`src/rtl/audio_pkg.sv`:
```
// Shared definitions for the audio capture path: default word/clip sizes and
// the capture controller state encoding.
package audio_pkg;

    localparam int DEF_SAMPLE_BITS = 16;
    localparam int DEF_CLIP_LEN    = 256;

    typedef enum logic [1:0] {
        IDLE,
        WAIT_FRAME,
        CAPTURE,
        DONE
    } capture_state_t;

endpackage

```
`src/rtl/i2s_rx_deser.sv`:
```
// I2S receive deserializer: synchronizes the codec lines into clk, detects bit
// clock rising edges and assembles left/right words MSB first.
module i2s_rx_deser
    import audio_pkg::*;
#(
    parameter int SAMPLE_BITS = DEF_SAMPLE_BITS
) (
    input  logic                   clk,
    input  logic                   rstn,
    input  logic                   bclk,
    input  logic                   lrclk,
    input  logic                   sdata,
    output logic [SAMPLE_BITS-1:0] left_word,
    output logic [SAMPLE_BITS-1:0] right_word,
    output logic                   frame_strobe
);

    localparam int CNT_W = $clog2(SAMPLE_BITS + 1);
    localparam logic [CNT_W-1:0]       CNT_FULL = CNT_W'(SAMPLE_BITS);
    localparam logic [SAMPLE_BITS-1:0] MSB_MASK = SAMPLE_BITS'(1) << (SAMPLE_BITS - 1);

    logic [2:0]             bclk_sync;
    logic [1:0]             lr_sync;
    logic [1:0]             dat_sync;
    logic                   lr_prev;
    logic [SAMPLE_BITS-1:0] shreg;
    logic [SAMPLE_BITS-1:0] word_final;
    logic [SAMPLE_BITS-1:0] right_q;
    logic [CNT_W-1:0]       bit_cnt;
    logic                   bclk_rise;
    logic                   boundary;
    logic                   take_bit;

    assign bclk_rise = bclk_sync[1] & ~bclk_sync[2];
    assign boundary  = bclk_rise && (lr_sync[1] != lr_prev);
    assign take_bit  = bit_cnt < CNT_FULL;

    // The bit arriving on a boundary edge is the LSB of the word that is ending
    // (one-bit I2S delay), so it is merged before the word is latched.
    always_comb begin
        word_final = shreg;
        if (take_bit && dat_sync[1]) begin
            word_final = shreg | (MSB_MASK >> bit_cnt);
        end
    end

    assign frame_strobe = boundary && !lr_sync[1];
    assign right_word   = frame_strobe ? word_final : right_q;

    always_ff @(posedge clk or negedge rstn) begin
        if (!rstn) begin
            bclk_sync <= '0;
            lr_sync   <= '0;
            dat_sync  <= '0;
            lr_prev   <= 1'b0;
            shreg     <= '0;
            bit_cnt   <= '0;
            left_word <= '0;
            right_q   <= '0;
        end else begin
            bclk_sync <= {bclk_sync[1:0], bclk};
            lr_sync   <= {lr_sync[0], lrclk};
            dat_sync  <= {dat_sync[0], sdata};
            if (boundary) begin
                lr_prev <= lr_sync[1];
                shreg   <= '0;
                bit_cnt <= '0;
                if (lr_sync[1]) begin
                    left_word <= word_final;
                end else begin
                    right_q <= word_final;
                end
            end else if (bclk_rise && take_bit) begin
                shreg   <= word_final;
                bit_cnt <= bit_cnt + 1'b1;
            end
        end
    end

endmodule

```
`src/rtl/i2s_capture_writer.sv`:
```
// Captures CLIP_LEN stereo I2S frames into a BRAM port, one 32-bit word per
// frame, starting at a left-word boundary after arm.
module i2s_capture_writer
    import audio_pkg::*;
#(
    parameter int SAMPLE_BITS = DEF_SAMPLE_BITS,
    parameter int CLIP_LEN    = DEF_CLIP_LEN
) (
    input  logic                      clk,
    input  logic                      rstn,
    input  logic                      audio_I2S_bclk,
    input  logic                      audio_I2S_reclrc,
    input  logic                      audio_I2S_recdat,
    input  logic                      arm,
    output logic                      BRAM_clk,
    output logic [31:0]               BRAM_addr,
    output logic [31:0]               BRAM_din,
    output logic                      BRAM_en,
    output logic [3:0]                BRAM_we,
    output logic                      busy,
    output logic                      done,
    output logic [$clog2(CLIP_LEN):0] frame_count
);

    localparam int FC_W = $clog2(CLIP_LEN) + 1;
    localparam logic [FC_W-1:0] FC_FULL = FC_W'(CLIP_LEN);

    capture_state_t         state;
    logic [SAMPLE_BITS-1:0] left_word;
    logic [SAMPLE_BITS-1:0] right_word;
    logic                   frame_strobe;

    assign BRAM_clk = clk;

    i2s_rx_deser #(
        .SAMPLE_BITS(SAMPLE_BITS)
    ) u_deser (
        .clk         (clk),
        .rstn        (rstn),
        .bclk        (audio_I2S_bclk),
        .lrclk       (audio_I2S_reclrc),
        .sdata       (audio_I2S_recdat),
        .left_word   (left_word),
        .right_word  (right_word),
        .frame_strobe(frame_strobe)
    );

    // The first left-word boundary only aligns the capture; every later one
    // closes a complete {right, left} pair that is written out.
    always_ff @(posedge clk or negedge rstn) begin
        if (!rstn) begin
            state       <= IDLE;
            busy        <= 1'b0;
            done        <= 1'b0;
            frame_count <= '0;
            BRAM_en     <= 1'b0;
            BRAM_we     <= 4'h0;
            BRAM_addr   <= '0;
            BRAM_din    <= '0;
        end else begin
            BRAM_en <= 1'b0;
            BRAM_we <= 4'h0;
            case (state)
                IDLE: begin
                    if (arm) begin
                        state       <= WAIT_FRAME;
                        busy        <= 1'b1;
                        frame_count <= '0;
                    end
                end
                WAIT_FRAME: begin
                    if (frame_strobe) begin
                        state <= CAPTURE;
                    end
                end
                CAPTURE: begin
                    if (frame_count == FC_FULL) begin
                        state <= DONE;
                        busy  <= 1'b0;
                        done  <= 1'b1;
                    end else if (frame_strobe) begin
                        BRAM_en     <= 1'b1;
                        BRAM_we     <= 4'hF;
                        BRAM_addr   <= 32'(frame_count) << 2;
                        BRAM_din    <= {16'(right_word), 16'(left_word)};
                        frame_count <= frame_count + 1'b1;
                    end
                end
                DONE: begin
                    if (arm) begin
                        state       <= WAIT_FRAME;
                        busy        <= 1'b1;
                        done        <= 1'b0;
                        frame_count <= '0;
                    end
                end
                default: state <= IDLE;
            endcase
        end
    end

endmodule

```
`config.mk`:
```
export PLATFORM = sky130hd
export DESIGN_NAME = i2s_capture_writer
export DESIGN_NICKNAME = d
export VERILOG_FILES = /design/src/rtl/audio_pkg.sv /design/src/rtl/i2s_rx_deser.sv /design/src/rtl/i2s_capture_writer.sv
export SDC_FILE = /design/constraint.sdc
export NUM_CORES = 1
export LEC_CHECK = 0
export BUFFER_PORTS_ARGS = -buffer_cell sky130_fd_sc_hd__clkbuf_2
export CAP_MARGIN = 10
export CORE_MARGIN = 1
export CORE_UTILIZATION = 50
export DETAILED_ROUTE_END_ITERATION = 7
export HOLD_SLACK_MARGIN = 0.05
export PLACE_DENSITY = 0.72
export SETUP_SLACK_MARGIN = 0.3
export SKIP_LAST_GASP = 1
export SYNTH_ARGS = -nofsm -noshare
export SYNTH_HDL_FRONTEND = slang
export SYNTH_HIERARCHICAL = 1
export SYNTH_SLANG_ARGS = --single-unit
```
`constraint.sdc`:
```
create_clock -name clk -period 6.4 [get_ports clk]
set_clock_uncertainty 0.2 [all_clocks]
set_input_delay 0.32 -clock clk [delete_from_list [all_inputs] [get_ports clk]]
set_output_delay 0.32 -clock clk [all_outputs]
set_load 0.05 [all_outputs]
```
==> results of run 1 <==
## where the power goes
group	total (uW)	leakage (uW)	internal [uW]	switching, uW
sequential	960	0.00151	870	90.6
clock	927	0.000267	558	369
combinational	615	0.00119	168	447
total	2500	0.00296	1600	907
## flip-flops by register name, indices dropped and copies added (netlist names), 3 cells and up
signal / cells
BRAM_addr: 9
u_deser/bit_cnt: 5
BRAM_din: 32
u_deser/shreg: 16
frame_count: 9
u_deser/left_word: 16
u_deser/bclk_sync: 3
u_deser/right_q: 16
## cell families (layout without fill, tap and decap cells)
logic type                 Yosys count  in the layout  synth area share
DFF                                116            116            0.5686
muxes                               42             42           0.09216
xor gates and xnor gates             3              3          0.005148
and+or+nand+nor                    121            121            0.1213
AOI/OAI and AO/OA                   72             72            0.1010
other                                1             23         0.0007346
adders and majority gates           11             11           0.02696
buffers and inverters               63            118           0.08407
## layout make-up
cell class	instances	area (sq um)	area share
tap	133	166.4	0.02790
multi-input combinational	272	1871	0.3136
clock buffer	18	419.2	0.07027
sequential	116	2903	0.4867
timing repair buffer	72	400.4	0.06713
clock inverter	15	156.4	0.02622
inverter	13	48.80	0.008181
## cell usage in the layout, fill, tap and decap left out, types with 6 or more instances in the layout
| cell | synthesis | routed |
|---|---|---|
| a21oi_1 | 29 | 29 |
| a21oi_2 | 14 | 14 |
| a31oi_1 | 8 | 8 |
| and3_1 | 6 | 6 |
| buf_4 | 32 | 6 |
| clkbuf_16 | 0 | 16 |
| clkbuf_2 | 0 | 62 |
| conb_1 | 1 | 23 |
| dfrtp_1 | 116 | 116 |
| ha_1 | 11 | 11 |
| inv_1 | 13 | 13 |
| mux2_1 | 34 | 34 |
| mux2_2 | 6 | 6 |
| nand2_1 | 9 | 9 |
| nand3_1 | 7 | 7 |
| nor2_1 | 51 | 51 |
| nor3_1 | 17 | 17 |
## timing repair
| item | CTS | global route |
|---|---|---|
| endpoints found under the setup margin | 0 | 0 |
| hold buffers | 5 | 0 |
| endpoints found under the hold margin | 66 | 0 |
## metal layers
metal	vias up	GRT usage
met3	11	0.06237
met1	1656	0.2883
met2	124	0.3103
met5	-	0
li1	1584	-
met4	0	0.06392
## stage by stage
stage / utilization / hold slack, ps / total power (uW) / cell area [sq um]
finish: 0.6074 / 148.7 / 2503 / 5964
global route: 0.6074 / 158.8 / 2630 / 5964
CTS: 0.6074 / 149.8 / 2523 / 5964
detailed placement: 0.5442 / 136.4 / 1615 / 5344
global placement: 0.5442 / 131.7 / 1594 / 5344
floorplan: - / -175.6 / 1473 / 5187
## worst min-delay path by stage
| stage | to | from | cells past startpoint |
|---|---|---|---|
| after floorplan | BRAM_addr[10] | rstn | 0 |
| after global placement | u_deser/lr_sync[1] | u_deser/lr_sync[0] | 0 |
| after detailed placement | u_deser/lr_sync[1] | u_deser/lr_sync[0] | 0 |
| after CTS | u_deser/lr_sync[1] | u_deser/lr_sync[0] | 0 |
| after global routing | u_deser/dat_sync[1] | u_deser/dat_sync[0] | 0 |
| final | u_deser/dat_sync[1] | u_deser/dat_sync[0] | 0 |
==> summary.txt, run 1 <==
status = finished, final reports clean
Worst VDD drop = 0.2563 mV
chip width = 103.0 microns
CP endpoint kind = primary output
post-synth top area cell = dfrtp_1
Reg clk slew, reported paths = 60 ps
Max-Cap Viols = 0
Post-layout nets = 510
top-count cell post-synth = dfrtp_1
crit path cell chain = clkbuf_8 > clkbuf_16 > clkbuf_2
ys async rst share = 1.000
I/O Pins = 87
ant diodes = 0
vias per cell = 5.282
setup slack after layout = 2011 ps
critical path's largest stage delay = 230 ps
worst-skew pair later-pin latency = 510 ps
crit path from = clk
Netlist cell types = 53
Tot GR Track Use = 0.2063
Die Y = 103.0 microns
Yosys top cell area share = 0.5686
Synth Cell Area = 5105 sq um
uppermost layer routed = met4
Crit path buffers/inverters = 3
Worst EP required = 5880 ps
Setup crit start kind = clock port
num rows = 36
H-tree depth = 4
final hold vios = 0
Final ANT Viol Nets = 0
initial DRC count = 247
first-pass GRT wire length = 16280 microns
Synth area leaders = dfrtp_1 57%, mux2_1 7.5%, buf_4 4.7%
Final Wtd Congestion = 0.8543
Slew Limit Headroom = 0.4422
root buffer cell = clkbuf_8
Post-Layout Cell Count = 639
initial core utilization = 0.5199
Synth top cells by count = 116 x dfrtp_1, 51 x nor2_1, 34 x mux2_1
First-pass DRT Iterations = 4
PwrDens = 419.6 nW/um^2
syn avg cell area = 11.90 sq um
# fillers = 822
Metal-1 WL = 4643 microns
via count = 3375
crit path max fanout = 16
synthesis-to-layout area growth = 16.84%
largest net degree at the start of global routing = 61
RSZ-0062 raised after global routing = false
Final Max Slew Viols = 0
CTS tree = yes
FF-to-FF End = BRAM_din[24]
Top FF cell, synth = dfrtp_1
Met2 Wirelength = 4725 microns
dpl hpwl = 6382 microns
#FFs+latches synth = 116
worst-margin pin slew = 832.7 ps
Slowest cell on crit path = clkbuf_8
Seq/Total Area, Yosys = 0.5686
hold crit path type = register to register
Leakage = 0.002962 uW
worst reg-to-reg setup slack = 3560 ps
DRC violations left = 0
Worst Setup Path Type = clock port to primary output
PortBufs = 63
initial antenna violation count = 0
Post-synth EDFFs = 0
worst r2r src = frame_count[3]
Setup violations, final = 0
Overflow after GRT = 0
share of cells above drive strength 1 = 0.2569
setup bufs post-CTS = 0
Largest delay share family, worst path = buffers and inverters
Post-Synthesis Cells = 429
routed length on met3 = 535 microns
Stages on worst setup path = 3
critical path endpoint = BRAM_clk
WL/cell = 15.65 microns
r2r worst-path depth = 4
Core Footprint = 9819 sq um
Arrival @ worst endpoint = 3870 ps
Clock Path Buffers = 2
number of global-route vias before repair = 3176
Resized cells post-CTS = 0
Inserted Clock Buffers = 17
die footprint = 10620 sq um
TNS Setup = 0 ps
DP Worst Slack = 2468 ps
Placed Cells = 602
drt total wl = 10000 microns
YS warnings = 6
Note: power is estimated with default switching activity, not from simulation.
==> run 2, diff against run 1 <==
Settings changed: ABC_AREA from default to 1, PLACE_DENSITY 0.72 to 0.75.
Clock period 6.4 ns to 3.9 ns, I/O delays scaled along.
==> run 2 against run 1 <==
Effect of this change:
- sequential share of layout area is 1.9 points lower
- worst setup slack lost 1100 ps
- critical endpoint unchanged
- wire length up 13%
- power rose by 49%
==> summary.txt, run 2 <==
Worst EP required = 3500 ps
root buffer cell = clkbuf_8
Setup crit start kind = clock port
Final Wtd Congestion = 0.8548
num rows = 37
CTS tree = yes
design area = 6212 sq um
Die Y = 105.6 microns
dpl hpwl = 7566 microns
H-tree depth = 4
combinational share of power = 0.228
status = finished, final reports clean
total power = 3719 uW
initial DRC count = 207
PwrDens = 598.7 nW/um^2
Final ANT Viol Nets = 0
Setup violations, final = 0
synthesis-to-layout area growth = 15.82%
Slew Limit Headroom = 0.1758
Post-Synthesis Cells = 655
setup bufs post-CTS = 0
vias per cell = 4.847
switching share of total power = 0.3561
# fillers = 952
Synth area leaders = dfrtp_1 54%, nand2_1 19%, buf_4 4.3%
via count = 4222
P_int = 2395 uW
post-synth top area cell = dfrtp_1
Synth Cell Area = 5364 sq um
Max-Cap Viols = 0
ant diodes = 0
initial core utilization = 0.5173
worst-skew pair later-pin latency = 510 ps
drt total wl = 11340 microns
final hold vios = 0
Netlist cell types = 25
worst-margin pin slew = 1232 ps
critical path's largest stage delay = 230 ps
Multi-input gate area = 1943 sq um
DRC violations left = 0
Worst Setup Path Type = clock port to primary output
PortBufs = 63
syn avg cell area = 8.189 sq um
Cell Area, Placed = 5623 sq um
Seq/Total Area, Yosys = 0.5412
Flop pwr share = 0.381
hold crit path type = input pin to register
First-pass DRT Iterations = 4
share of cells above drive strength 1 = 0.1551
Psw = 1324 uW
commonest non-fill, non-tap cells in the layout = 277 x nand2_1, 116 x dfrtp_1, 63 x clkbuf_2
Worst VDD drop = 0.3230 mV
Largest register FFs = 32
Final Max Slew Viols = 0
Slowest cell on crit path = clkbuf_8
Core Footprint = 10370 sq um
TNS Setup = 0 ps
first-pass GRT wire length = 19460 microns
Tot GR Track Use = 0.2198
FF/Latch Area = 2903 sq um
Top FF cell, synth = dfrtp_1
chip width = 105.6 microns
CP endpoint kind = primary output
Post-synth EDFFs = 0
Synth top cells by count = 277 x nand2_1, 116 x dfrtp_1, 62 x inv_1
Reg clk slew, reported paths = 60 ps
crit path max fanout = 16
#FFs+latches synth = 116
setup slack after layout = 881.1 ps
Yosys top cell area share = 0.5412
die footprint = 11150 sq um
Post-layout nets = 739
WL/cell = 13.02 microns
initial antenna violation count = 0
Clock Path Buffers = 2
Arrival @ worst endpoint = 2620 ps
top-count cell post-synth = nand2_1
largest net degree at the start of global routing = 69
Overflow after GRT = 0
YS warnings = 6
I/O Pins = 87
Most flops, register = BRAM_din
Leakage = 0.003495 uW
Inserted Clock Buffers = 17
commonest non-fill, non-tap cell in the layout = nand2_1
DP Worst Slack = 1343 ps
number of global-route vias before repair = 4157
ys async rst share = 1.000
clock share of power = 0.391
crit path cell chain = clkbuf_8 > clkbuf_16 > clkbuf_2
RSZ-0062 raised after global routing = false
run 2: final cells by class:
type                       count  area share
clock inverter                12     0.01128
timing repair buffer          72     0.06445
tap                          136     0.02739
sequential                   116      0.4673
multi-input combinational    447      0.3128
inverter                      67     0.04048
clock buffer                  21     0.07633
run 2: worst paths after layout:
path	from	end	slack, ps	cells past startpoint
worst min register to register	u_deser/lr_sync[0]	u_deser/lr_sync[1]	150	0
worst max-delay path	clk	BRAM_clk	880	3
max in group asynchronous	rstn	BRAM_addr[9]	2500	3
min in group asynchronous	rstn	BRAM_din[11]	130	2
worst min-delay path	audio_I2S_recdat	u_deser/dat_sync[0]	120	2
worst max register to register	state[0]	frame_count[6]	1660	8
run 2: repair_timing:
action,4_1_cts,5_1_grt
resized for setup,0,0
endpoints found under the setup margin,0,0
hold buffers,5,0
hold endpoints to repair,76,0
run 2: power by group through the flow:
stage	combinational, uW	sequential, uW	clock [uW]
final	849	1420	1450
after global routing	946	1430	1540
after CTS	854	1410	1480
after detailed placement	844	1430	48.6
after global placement	819	1430	48.6
after floorplan	542	1540	55.3
run 2: metal layers:
| metal | part of all wire | track usage | wire length, microns | vias up |
|---|---|---|---|---|
| met2 | 0.49 | 0.3675 | 5585 | 115 |
| met5 | 0 | 0 | 0 | - |
| li1 | - | - | - | 2078 |
| met3 | 0.041 | 0.04947 | 467 | 11 |
| met1 | 0.46 | 0.2870 | 5195 | 2018 |
| met4 | 0.0079 | 0.06548 | 89 | 0 |
run 2: logic make-up after synthesis:
group,share of synthesized area
and+or+nand+nor,0.2778
DFF,0.5412
buffers and inverters,0.1120
AOI/OAI and AO/OA,0.04269
adders and majority gates,0.02566
other,0.0006991
run 2: critical path, delay by kind of cell:
family	cells	cell delay (ps)
buf+inv	3	670
run 2: metrics by stage:
stage / hold slack (ps) / cells / util
finish: 124.8 / 871 / 0.5991
floorplan: -300.6 / 677 / -
CTS: 105.1 / 871 / 0.5991
global placement: 106.9 / 834 / 0.5422
global route: 132.3 / 871 / 0.5991
detailed placement: 106.8 / 834 / 0.5422
